## config.mk

```make
export PLATFORM = sky130hd
export DESIGN_NAME = fetch_decode_pipe
export DESIGN_NICKNAME = d
export VERILOG_FILES = /design/src/rtl/fetch_decode_pipe.sv
export SDC_FILE = /design/constraint.sdc
export NUM_CORES = 1
export LEC_CHECK = 0
export CAP_MARGIN = 10
export CELL_PAD_IN_SITES_DETAIL_PLACEMENT = 0
export CELL_PAD_IN_SITES_GLOBAL_PLACEMENT = 2
export CORE_UTILIZATION = 23
export CTS_CLUSTER_SIZE = 24
export DETAILED_ROUTE_END_ITERATION = 6
export MAX_ROUTING_LAYER = met4
export PLACE_DENSITY = 0.8
export SETUP_SLACK_MARGIN = 0.1
export SKIP_CTS_REPAIR_TIMING = 1
export SLEW_MARGIN = 0
export SYNTH_ARGS = -nofsm -noshare
export SYNTH_HDL_FRONTEND = slang
export SYNTH_SLANG_ARGS = --single-unit
export TNS_END_PERCENT = 10
```

## constraint.sdc

```tcl
create_clock -name clk -period 2.6 [get_ports clk]
set_input_delay 0.52 -clock clk [delete_from_list [all_inputs] [get_ports clk]]
set_output_delay 0.52 -clock clk [all_outputs]
set_load 0.02 [all_outputs]
```

## src/rtl/fetch_decode_pipe.sv

```systemverilog
// rtl/fetch_decode_pipe.sv - FETCH_W-lane fetch PC generator with registered predecode stage
// Optional FETCH_PERF_CNT_EN adds saturating perf_groups / perf_redirects counters.
module fetch_decode_pipe #(
    parameter int          FETCH_W   = 4,
    parameter int          PC_W      = 16,
    parameter int          INSTR_W   = 16,
    parameter int          ROB_IDX_W = 4,
    parameter int unsigned RESET_PC  = 0
) (
    input  logic                         clk,
    input  logic                         rst_n,
    input  logic                         redirect_valid,
    input  logic [PC_W-1:0]              redirect_pc,
    output logic [FETCH_W*PC_W-1:0]      pc_to_icache_flat,
    input  logic                         icache_valid,
    input  logic [FETCH_W*INSTR_W-1:0]   instr_flat,
    input  logic [ROB_IDX_W-1:0]         rob_tail_idx,
`ifdef FETCH_PERF_CNT_EN
    output logic [31:0]                  perf_groups,
    output logic [31:0]                  perf_redirects,
`endif
    output logic                         dec_valid,
    input  logic                         dec_ready,
    output logic [FETCH_W-1:0]           lane_valid_flat,
    output logic [4*FETCH_W-1:0]         opcode_flat,
    output logic [4*FETCH_W-1:0]         rt_flat,
    output logic [4*FETCH_W-1:0]         ra_flat,
    output logic [4*FETCH_W-1:0]         rb_flat,
    output logic [8*FETCH_W-1:0]         imm_flat,
    output logic [FETCH_W-1:0]           uses_ra_flat,
    output logic [FETCH_W-1:0]           uses_rb_flat,
    output logic [FETCH_W-1:0]           is_ld_st_flat,
    output logic [FETCH_W-1:0]           is_fxu_flat,
    output logic [FETCH_W-1:0]           is_branch_flat,
    output logic [FETCH_W-1:0]           op_a_dep_flat,
    output logic [FETCH_W-1:0]           op_b_dep_flat,
    output logic [ROB_IDX_W*FETCH_W-1:0] op_a_owner_flat,
    output logic [ROB_IDX_W*FETCH_W-1:0] op_b_owner_flat
);

    function automatic logic f_uses_ra(input logic [3:0] op);
        return op inside {4'd0, 4'd1, 4'd2, 4'd3, 4'd4, 4'd8, 4'd9, 4'd10, 4'd11};
    endfunction
    function automatic logic f_uses_rb(input logic [3:0] op);
        return op inside {4'd0, 4'd1, 4'd4, 4'd10, 4'd11};
    endfunction
    function automatic logic f_writes_rt(input logic [3:0] op);
        return op inside {4'd0, 4'd1, 4'd2, 4'd4, 4'd5, 4'd6};
    endfunction
    function automatic logic f_ld_st(input logic [3:0] op);
        return op inside {4'd2, 4'd3};
    endfunction
    function automatic logic f_fxu(input logic [3:0] op);
        return op inside {4'd0, 4'd1, 4'd4, 4'd5, 4'd6};
    endfunction
    function automatic logic f_branch(input logic [3:0] op);
        return op inside {4'd8, 4'd9, 4'd10, 4'd11};
    endfunction

    logic [PC_W-1:0]            fetch_pc_q, fetch_pc_d;
    logic                       d_valid_q, d_valid_d;
    logic [FETCH_W*INSTR_W-1:0] instr_q, instr_d;
    logic [FETCH_W-1:0]         lane_valid_q, lane_valid_d;

    logic                       f_fire, out_fire;
    logic [FETCH_W-1:0]         keep_mask;
    logic [PC_W-1:0]            pc_step;
    logic                       seen_br;

    logic [3:0] op_l [FETCH_W];
    logic [3:0] rt_l [FETCH_W];
    logic [3:0] ra_l [FETCH_W];
    logic [3:0] rb_l [FETCH_W];
    logic [FETCH_W-1:0] wr_l;

    // Redirect gates the presented group combinationally so a flushed group is never consumed.
    assign dec_valid = d_valid_q & ~redirect_valid;
    assign out_fire  = dec_valid & dec_ready;
    assign f_fire    = icache_valid & (~d_valid_q | dec_ready) & ~redirect_valid;

    always_comb begin
        for (int i = 0; i < FETCH_W; i++) begin
            pc_to_icache_flat[PC_W*i +: PC_W] = fetch_pc_q + PC_W'(2 * i);
        end
    end

    // Keep lanes up to and including the oldest branch; fall-through is assumed.
    always_comb begin
        keep_mask = '0;
        pc_step   = PC_W'(2 * FETCH_W);
        seen_br   = 1'b0;
        for (int i = 0; i < FETCH_W; i++) begin
            if (!seen_br) begin
                keep_mask[i] = 1'b1;
                if (f_branch(instr_flat[INSTR_W*i+12 +: 4])) begin
                    seen_br = 1'b1;
                    pc_step = PC_W'(2 * (i + 1));
                end
            end
        end
    end

    always_comb begin
        fetch_pc_d   = fetch_pc_q;
        d_valid_d    = d_valid_q;
        instr_d      = instr_q;
        lane_valid_d = lane_valid_q;
        if (redirect_valid) begin
            fetch_pc_d = redirect_pc;
            d_valid_d  = 1'b0;
        end else if (f_fire) begin
            fetch_pc_d   = fetch_pc_q + pc_step;
            d_valid_d    = 1'b1;
            instr_d      = instr_flat;
            lane_valid_d = keep_mask;
        end else if (out_fire) begin
            d_valid_d = 1'b0;
        end
    end

    always_ff @(posedge clk or negedge rst_n) begin
        if (!rst_n) begin
            fetch_pc_q   <= PC_W'(RESET_PC);
            d_valid_q    <= 1'b0;
            instr_q      <= '0;
            lane_valid_q <= '0;
        end else begin
            fetch_pc_q   <= fetch_pc_d;
            d_valid_q    <= d_valid_d;
            instr_q      <= instr_d;
            lane_valid_q <= lane_valid_d;
        end
    end

    always_comb begin
        wr_l = '0;
        for (int i = 0; i < FETCH_W; i++) begin
            op_l[i] = instr_q[INSTR_W*i+12 +: 4];
            rt_l[i] = instr_q[INSTR_W*i+8 +: 4];
            ra_l[i] = instr_q[INSTR_W*i+4 +: 4];
            rb_l[i] = instr_q[INSTR_W*i +: 4];
            wr_l[i] = lane_valid_q[i] & f_writes_rt(op_l[i]);
            opcode_flat[4*i +: 4] = op_l[i];
            rt_flat[4*i +: 4]     = rt_l[i];
            ra_flat[4*i +: 4]     = ra_l[i];
            rb_flat[4*i +: 4]     = rb_l[i];
            imm_flat[8*i +: 8]    = instr_q[INSTR_W*i+4 +: 8];
            uses_ra_flat[i]       = lane_valid_q[i] & f_uses_ra(op_l[i]);
            uses_rb_flat[i]       = lane_valid_q[i] & f_uses_rb(op_l[i]);
            is_ld_st_flat[i]      = lane_valid_q[i] & f_ld_st(op_l[i]);
            is_fxu_flat[i]        = lane_valid_q[i] & f_fxu(op_l[i]);
            is_branch_flat[i]     = lane_valid_q[i] & f_branch(op_l[i]);
        end
    end

    // Ascending scan so the youngest older producer wins.
    always_comb begin
        op_a_dep_flat = '0;
        op_b_dep_flat = '0;
        for (int i = 0; i < FETCH_W; i++) begin
            op_a_owner_flat[ROB_IDX_W*i +: ROB_IDX_W] = rob_tail_idx + ROB_IDX_W'(i);
            op_b_owner_flat[ROB_IDX_W*i +: ROB_IDX_W] = rob_tail_idx + ROB_IDX_W'(i);
            for (int j = 0; j < i; j++) begin
                if (uses_ra_flat[i] && wr_l[j] && (rt_l[j] == ra_l[i])) begin
                    op_a_dep_flat[i] = 1'b1;
                    op_a_owner_flat[ROB_IDX_W*i +: ROB_IDX_W] = rob_tail_idx + ROB_IDX_W'(j);
                end
                if (uses_rb_flat[i] && wr_l[j] && (rt_l[j] == rb_l[i])) begin
                    op_b_dep_flat[i] = 1'b1;
                    op_b_owner_flat[ROB_IDX_W*i +: ROB_IDX_W] = rob_tail_idx + ROB_IDX_W'(j);
                end
            end
        end
    end

    assign lane_valid_flat = lane_valid_q;

`ifdef FETCH_PERF_CNT_EN
    logic [31:0] perf_groups_q, perf_redirects_q;

    always_ff @(posedge clk or negedge rst_n) begin
        if (!rst_n) begin
            perf_groups_q    <= '0;
            perf_redirects_q <= '0;
        end else begin
            if (out_fire && (perf_groups_q != '1)) begin
                perf_groups_q <= perf_groups_q + 32'd1;
            end
            if (redirect_valid && (perf_redirects_q != '1)) begin
                perf_redirects_q <= perf_redirects_q + 32'd1;
            end
        end
    end

    assign perf_groups    = perf_groups_q;
    assign perf_redirects = perf_redirects_q;
`endif

endmodule

```

==> results of run 1 <==
## flip-flops by register name, indices dropped and copies added, names as in the netlist
signal / flops
lane_valid_flat: 4
fetch_pc_q: 16
instr_q: 64
d_valid_q: 1
## layout make-up
| type | instances | area share |
|---|---|---|
| Tap cell | 335 | 0.0366 |
| Clock inverter | 5 | 0.00722 |
| Timing Repair Buffer | 496 | 0.400 |
| Multi-Input combinational cell | 467 | 0.339 |
| Sequential cell | 85 | 0.187 |
| Inverter | 24 | 0.00788 |
| Antenna cell | 2 | 0.000438 |
| Clock buffer | 11 | 0.0212 |
## power by group through the flow
stage	sequential, W	clock, W	combinational [W]
detailed placement	0.00180	0	0.00354
global placement	0.00180	0	0.00352
global route	0.00184	0.00155	0.00398
floorplan	0.00203	0	0.00150
finish	0.00180	0.00144	0.00374
CTS	0.00178	0.00151	0.00356
## worst max-delay path, stage by stage, from the launching register on
cell and delay, ns:
dfrtp_1 0.41, o31ai_4 0.30, nand2_2 0.17, buf_6 0.16
or4_1 0.49, nor2_1 0.14, a221oi_2 0.05, xnor2_1 0.15
buf_2 0.18
## path summary, 6_finish.rpt
path                                from                   to
max                          instr_q[63]  op_a_owner_flat[15]
min                                rst_n          instr_q[56]
max reg2reg                fetch_pc_q[1]       fetch_pc_q[13]
min reg2reg                   instr_q[0]           instr_q[0]
max in group asynchronous          rst_n          instr_q[25]
min in group clk              instr_q[0]           instr_q[0]
## metal layers
layer / up-vias / share of wire / routed length, um / track usage
met3: 12 / 0.070 / 1750 / 0.0465
met4: 0 / 0.0066 / 165 / 0.0325
li1: 3041 / - / - / -
met2: 203 / 0.53 / 13100 / 0.329
met5: - / 0 / 0 / -
met1: 3030 / 0.40 / 9880 / 0.205
## layout by cell type, fill, tap and decap left out, drive strengths merged, types with 32 or more instances in the layout
cell	n
xor2	38
mux2	65
xnor2	75
dlymetal6s2s	44
dfrtp	85
buf	215
o21ai	35
nor2	32
clkdlybuf4s50	225
nand2	69
## cell families after synthesis
kind of cell / share of synthesized area
other: 0.000606
multiplexers: 0.121
AND/OR/NAND/NOR: 0.171
buffers and inverters: 0.102
adder cells (fa/ha/maj): 0.0255
AO/OA/AOI/OAI: 0.0762
flip-flops: 0.344
XOR/XNOR: 0.160
## through the flow
step	setup slack (ns)	instance area (um^2)	util	total power (W)	std cells
after global placement	-0.721	10500	0.401	0.00532	1390
after floorplan	-0.135	6200	-	0.00353	661
after global routing	-0.415	11400	0.436	0.00737	1425
after CTS	-0.899	10800	0.413	0.00684	1406
final	-0.316	11400	0.436	0.00699	1425
after detailed placement	-0.730	10500	0.401	0.00534	1390
==> flow_summary.ini, run 1 <==
[run_status]
outcome = finished, violations left
failed_checks = DRC, setup timing

[timing]
fin_setup_tns_ns = -3.55
drv_slew = 0
fin_crit_sh = 1.12
period_minus_slack_ns = 2.92
fin_ws_ns = -0.316
setup_violations = 22
whs_ns = 0.0703
rsz0062_at_grt = yes
fmax_mhz = 343
hold_violations = 0
fin_skew_ns = 0.00903

[layout]
regArea_um2 = 2140
multiInputGateArea_um2 = 3880
n_fill_cell = 2555
num-nets-final = 1184
drive_gt1_frac = 0.380
areaGrowthSynthToFinish_pct = 84.8

[power]
comb_power_share = 0.535
power.leakage_nw = 5.32
p_int_w = 0.00433
vdd_drop_max_v = 0.000266
seq_power_share = 0.258
p_sw_w = 0.00267
power_switching_share = 0.381
p_per_area_nw_per_um2 = 611
power.share.clock = 0.207

[die]
start_util = 0.236
dieHeight_um = 166
top_level_ports = 314
core_area_um2 = 26200
die_w_um = 166
die_area_um2 = 27600
rows = 59

[grt]
grt_usage = 0.183
grt_overflow = 0
antenna_found_initial = 2
grt_pass1_wl_um = 37900
grt_start_max_net_pins = 43
grt_pass1_vias = 6465

[synth]
synth_common_cells = dfrtp_1 (85), xnor2_1 (75), nand2_1 (69)
synth_edf_count = 0
synthesis.area_um2 = 6190
seq_area_frac_synth = 0.344
synth-seq-cells = 85
synth_top_area_frac = 0.344
synth-main-ff-cell = dfrtp_1
synth_area_leaders = dfrtp_1 (34%), mux2_2 (12%), xnor2_1 (11%)
synth_area_leader_cell = dfrtp_1
synth_most_common_cell = dfrtp_1
yosysUniqueCellTypes = 62
syn_avg_cell_area_um2 = 9.38
ys_async_sr_fraction = 1.00
synthCells = 660
synth_warnings = 0

[drt]
first_iter_violations = 217
vias = 6286
ant_nets = 0
avgViaCountPerCell = 4.41
wire_per_inst_um = 17.5
drt-total-wl_um = 24900
drc = 22
firstDrtPassIters = 7

[setup_path]
crit_fanout = 3
path_class = reg2out
crit_required_ns = 2.08
worstSetupEndpointType = output pin
worstRegToRegCells = 11
cp-start-kind = flip-flop
ff2ff_setup_slack_ns = 0.50
cp.arrival_ns = 2.40

[clocking]
cts_made_buffers = 9
clock_tree.root_cell = clkbuf_16
clk_pin_slew_ns = 0.07
clk-insertion-delay-late_ns = 0.34
cts_tree = yes
clock-sinks = 85
h-tree-depth = 3
cts_max_path_buffers = 2

[flow_run]
maxCapViolations = 0

[placement]
hpwl_um = 19900
place_congestion = 0.876
port_buffers = 311

[min_path]
worstHoldPathType = in2async
Power figures use the tool's default switching activity.
==> run 2, diff against run 1 <==
PLACE_DENSITY = default   (was 0.8)
PLACE_DENSITY_LB_ADDON = 0.2   (was default)
==> flow_summary.ini, run 2 (synthesized netlist as in run 1, its figures left out) <==
[drt]
drc = 24
vias = 6200
avgViaCountPerCell = 4.39
first_iter_violations = 251
drt-total-wl_um = 24700
ant_nets = 0
firstDrtPassIters = 7
wire_per_inst_um = 17.5

[clocking]
clock_tree.root_cell = clkbuf_16
cts_max_path_buffers = 2
clock-sinks = 85
h-tree-depth = 3
clk-insertion-delay-late_ns = 0.35
cts_made_buffers = 9
clk_pin_slew_ns = 0.07
cts_tree = yes

[power]
power.leakage_nw = 5.20
p_int_w = 0.00429
power.share.clock = 0.210
total_power_w = 0.00691
comb_power_share = 0.530
p_sw_w = 0.00262
p_per_area_nw_per_um2 = 613
seq_power_share = 0.260
power_switching_share = 0.380
vdd_drop_max_v = 0.000275

[timing]
setup_violations = 24
rsz0062_at_grt = yes
fmax_mhz = 339
drv_slew = 0
slew_headroom = 0.573
fin_ws_ns = -0.347
worst_slew_pin_slew_ns = 0.640
fin_crit_sh = 1.13
fin_skew_ns = 0.0115
fin_setup_tns_ns = -4.17
hold_violations = 0
period_minus_slack_ns = 2.95

[layout]
num-nets-final = 1173
top_register = instr_q
largest_reg_flops = 64
mostFrequentLayoutCells = clkdlybuf4s50_1 (231), buf_4 (183), dfrtp_1 (70)
areaGrowthSynthToFinish_pct = 82.0
layout.cells.most_common = clkdlybuf4s50_1
drive_gt1_frac = 0.356
final_area_um2 = 11300

[grt]
grt_start_max_net_pins = 46
grt_pass1_wl_um = 37400
grt_overflow = 0
antenna_found_initial = 1
grt_usage = 0.182
grt_pass1_vias = 6211

[setup_path]
path_class = reg2out
worstSetupEndpointType = output pin
cp-start-kind = flip-flop
cp.arrival_ns = 2.43
crit_required_ns = 2.08
crit_fanout = 5

[die]
top_level_ports = 314
die_area_um2 = 27600
rows = 59
dieHeight_um = 166
core_area_um2 = 26200
start_util = 0.236
die_w_um = 166

[min_path]
worstHoldPathType = in2async

[run_status]
outcome = finished, violations left
failed_checks = DRC, setup timing

[placement]
dp_slack_ns = -0.829
port_buffers = 311
place_congestion = 0.839
place_area_um2 = 10500
hpwl_um = 19700

[flow_run]
maxCapViolations = 0
run 2: cell types whose count changed in the layout (fill, tap and decap cells not counted), moves of 3 or more:
| cell | previous run | this run |
|---|---|---|
| nand2_1 | 57 | 62 |
| nand2_2 | 11 | 6 |
| buf_6 | 21 | 11 |
| clkdlybuf4s50_1 | 225 | 231 |
| xnor2_1 | 63 | 69 |
| buf_2 | 7 | 4 |
| xnor2_2 | 12 | 6 |
run 2: worst max-delay path, cell delays in order (launching register included):
cell and delay [ns]:
dfrtp_2 0.46, a211oi_4 0.27, o21ai_4 0.12, or4_4 0.56, mux2_2 0.28, a21o_1 0.18, o21ai_2 0.06, buf_6 0.13
run 2: routing by layer:
metal,track usage,wire [um],vias to the layer above
li1,-,-,3018
met1,0.233,11100,2968
met2,0.298,11900,201
met3,0.0396,1530,13
met4,0.0264,190,0
met5,-,0,-
run 2: worst paths after layout:
kind                          startpoint             endpoint  slack (ns)  cells after the start
max                          instr_q[45]  op_b_owner_flat[10]       -0.35                      7
min                                rst_n           instr_q[4]        0.17                      1
max reg2reg                fetch_pc_q[1]        fetch_pc_q[9]        0.43                     10
min reg2reg                   instr_q[0]           instr_q[0]        0.51                      1
max in group asynchronous          rst_n          instr_q[24]        1.75                      2
min in group clk              instr_q[0]           instr_q[0]        0.51                      1
run 2: power groups by stage:
stage / Combinational (W) / Clock, W / Sequential, W
floorplan: 0.00150 / 0 / 0.00203
global placement: 0.00356 / 0 / 0.00180
detailed placement: 0.00355 / 0 / 0.00180
CTS: 0.00357 / 0.00150 / 0.00178
global route: 0.00389 / 0.00154 / 0.00184
finish: 0.00366 / 0.00145 / 0.00180
run 2: final cells by class:
class / count / area [um^2]
fill: 2640 / 14900
timing repair buffer: 485 / 4490
multi-input combinational: 467 / 3800
sequential: 85 / 2150
tap: 335 / 419
clock buffer: 10 / 239
inverter: 24 / 90.1
clock inverter: 5 / 82.6
antenna: 1 / 2.50
run 2: stage by stage:
step | util | std cells | hold slack, ns
finish | 0.430 | 1412 | 0.174
global route | 0.430 | 1412 | 0.217
CTS | 0.411 | 1400 | 0.208
detailed placement | 0.399 | 1385 | 0.496
global placement | 0.399 | 1385 | 0.489
floorplan | - | 661 | 0.224
==> run 3, diff against run 2 <==
SLEW_MARGIN = default   (was 0)
==> results of run 3 <==
No change in the layout: final DEF, timing and power equal those of run 2.
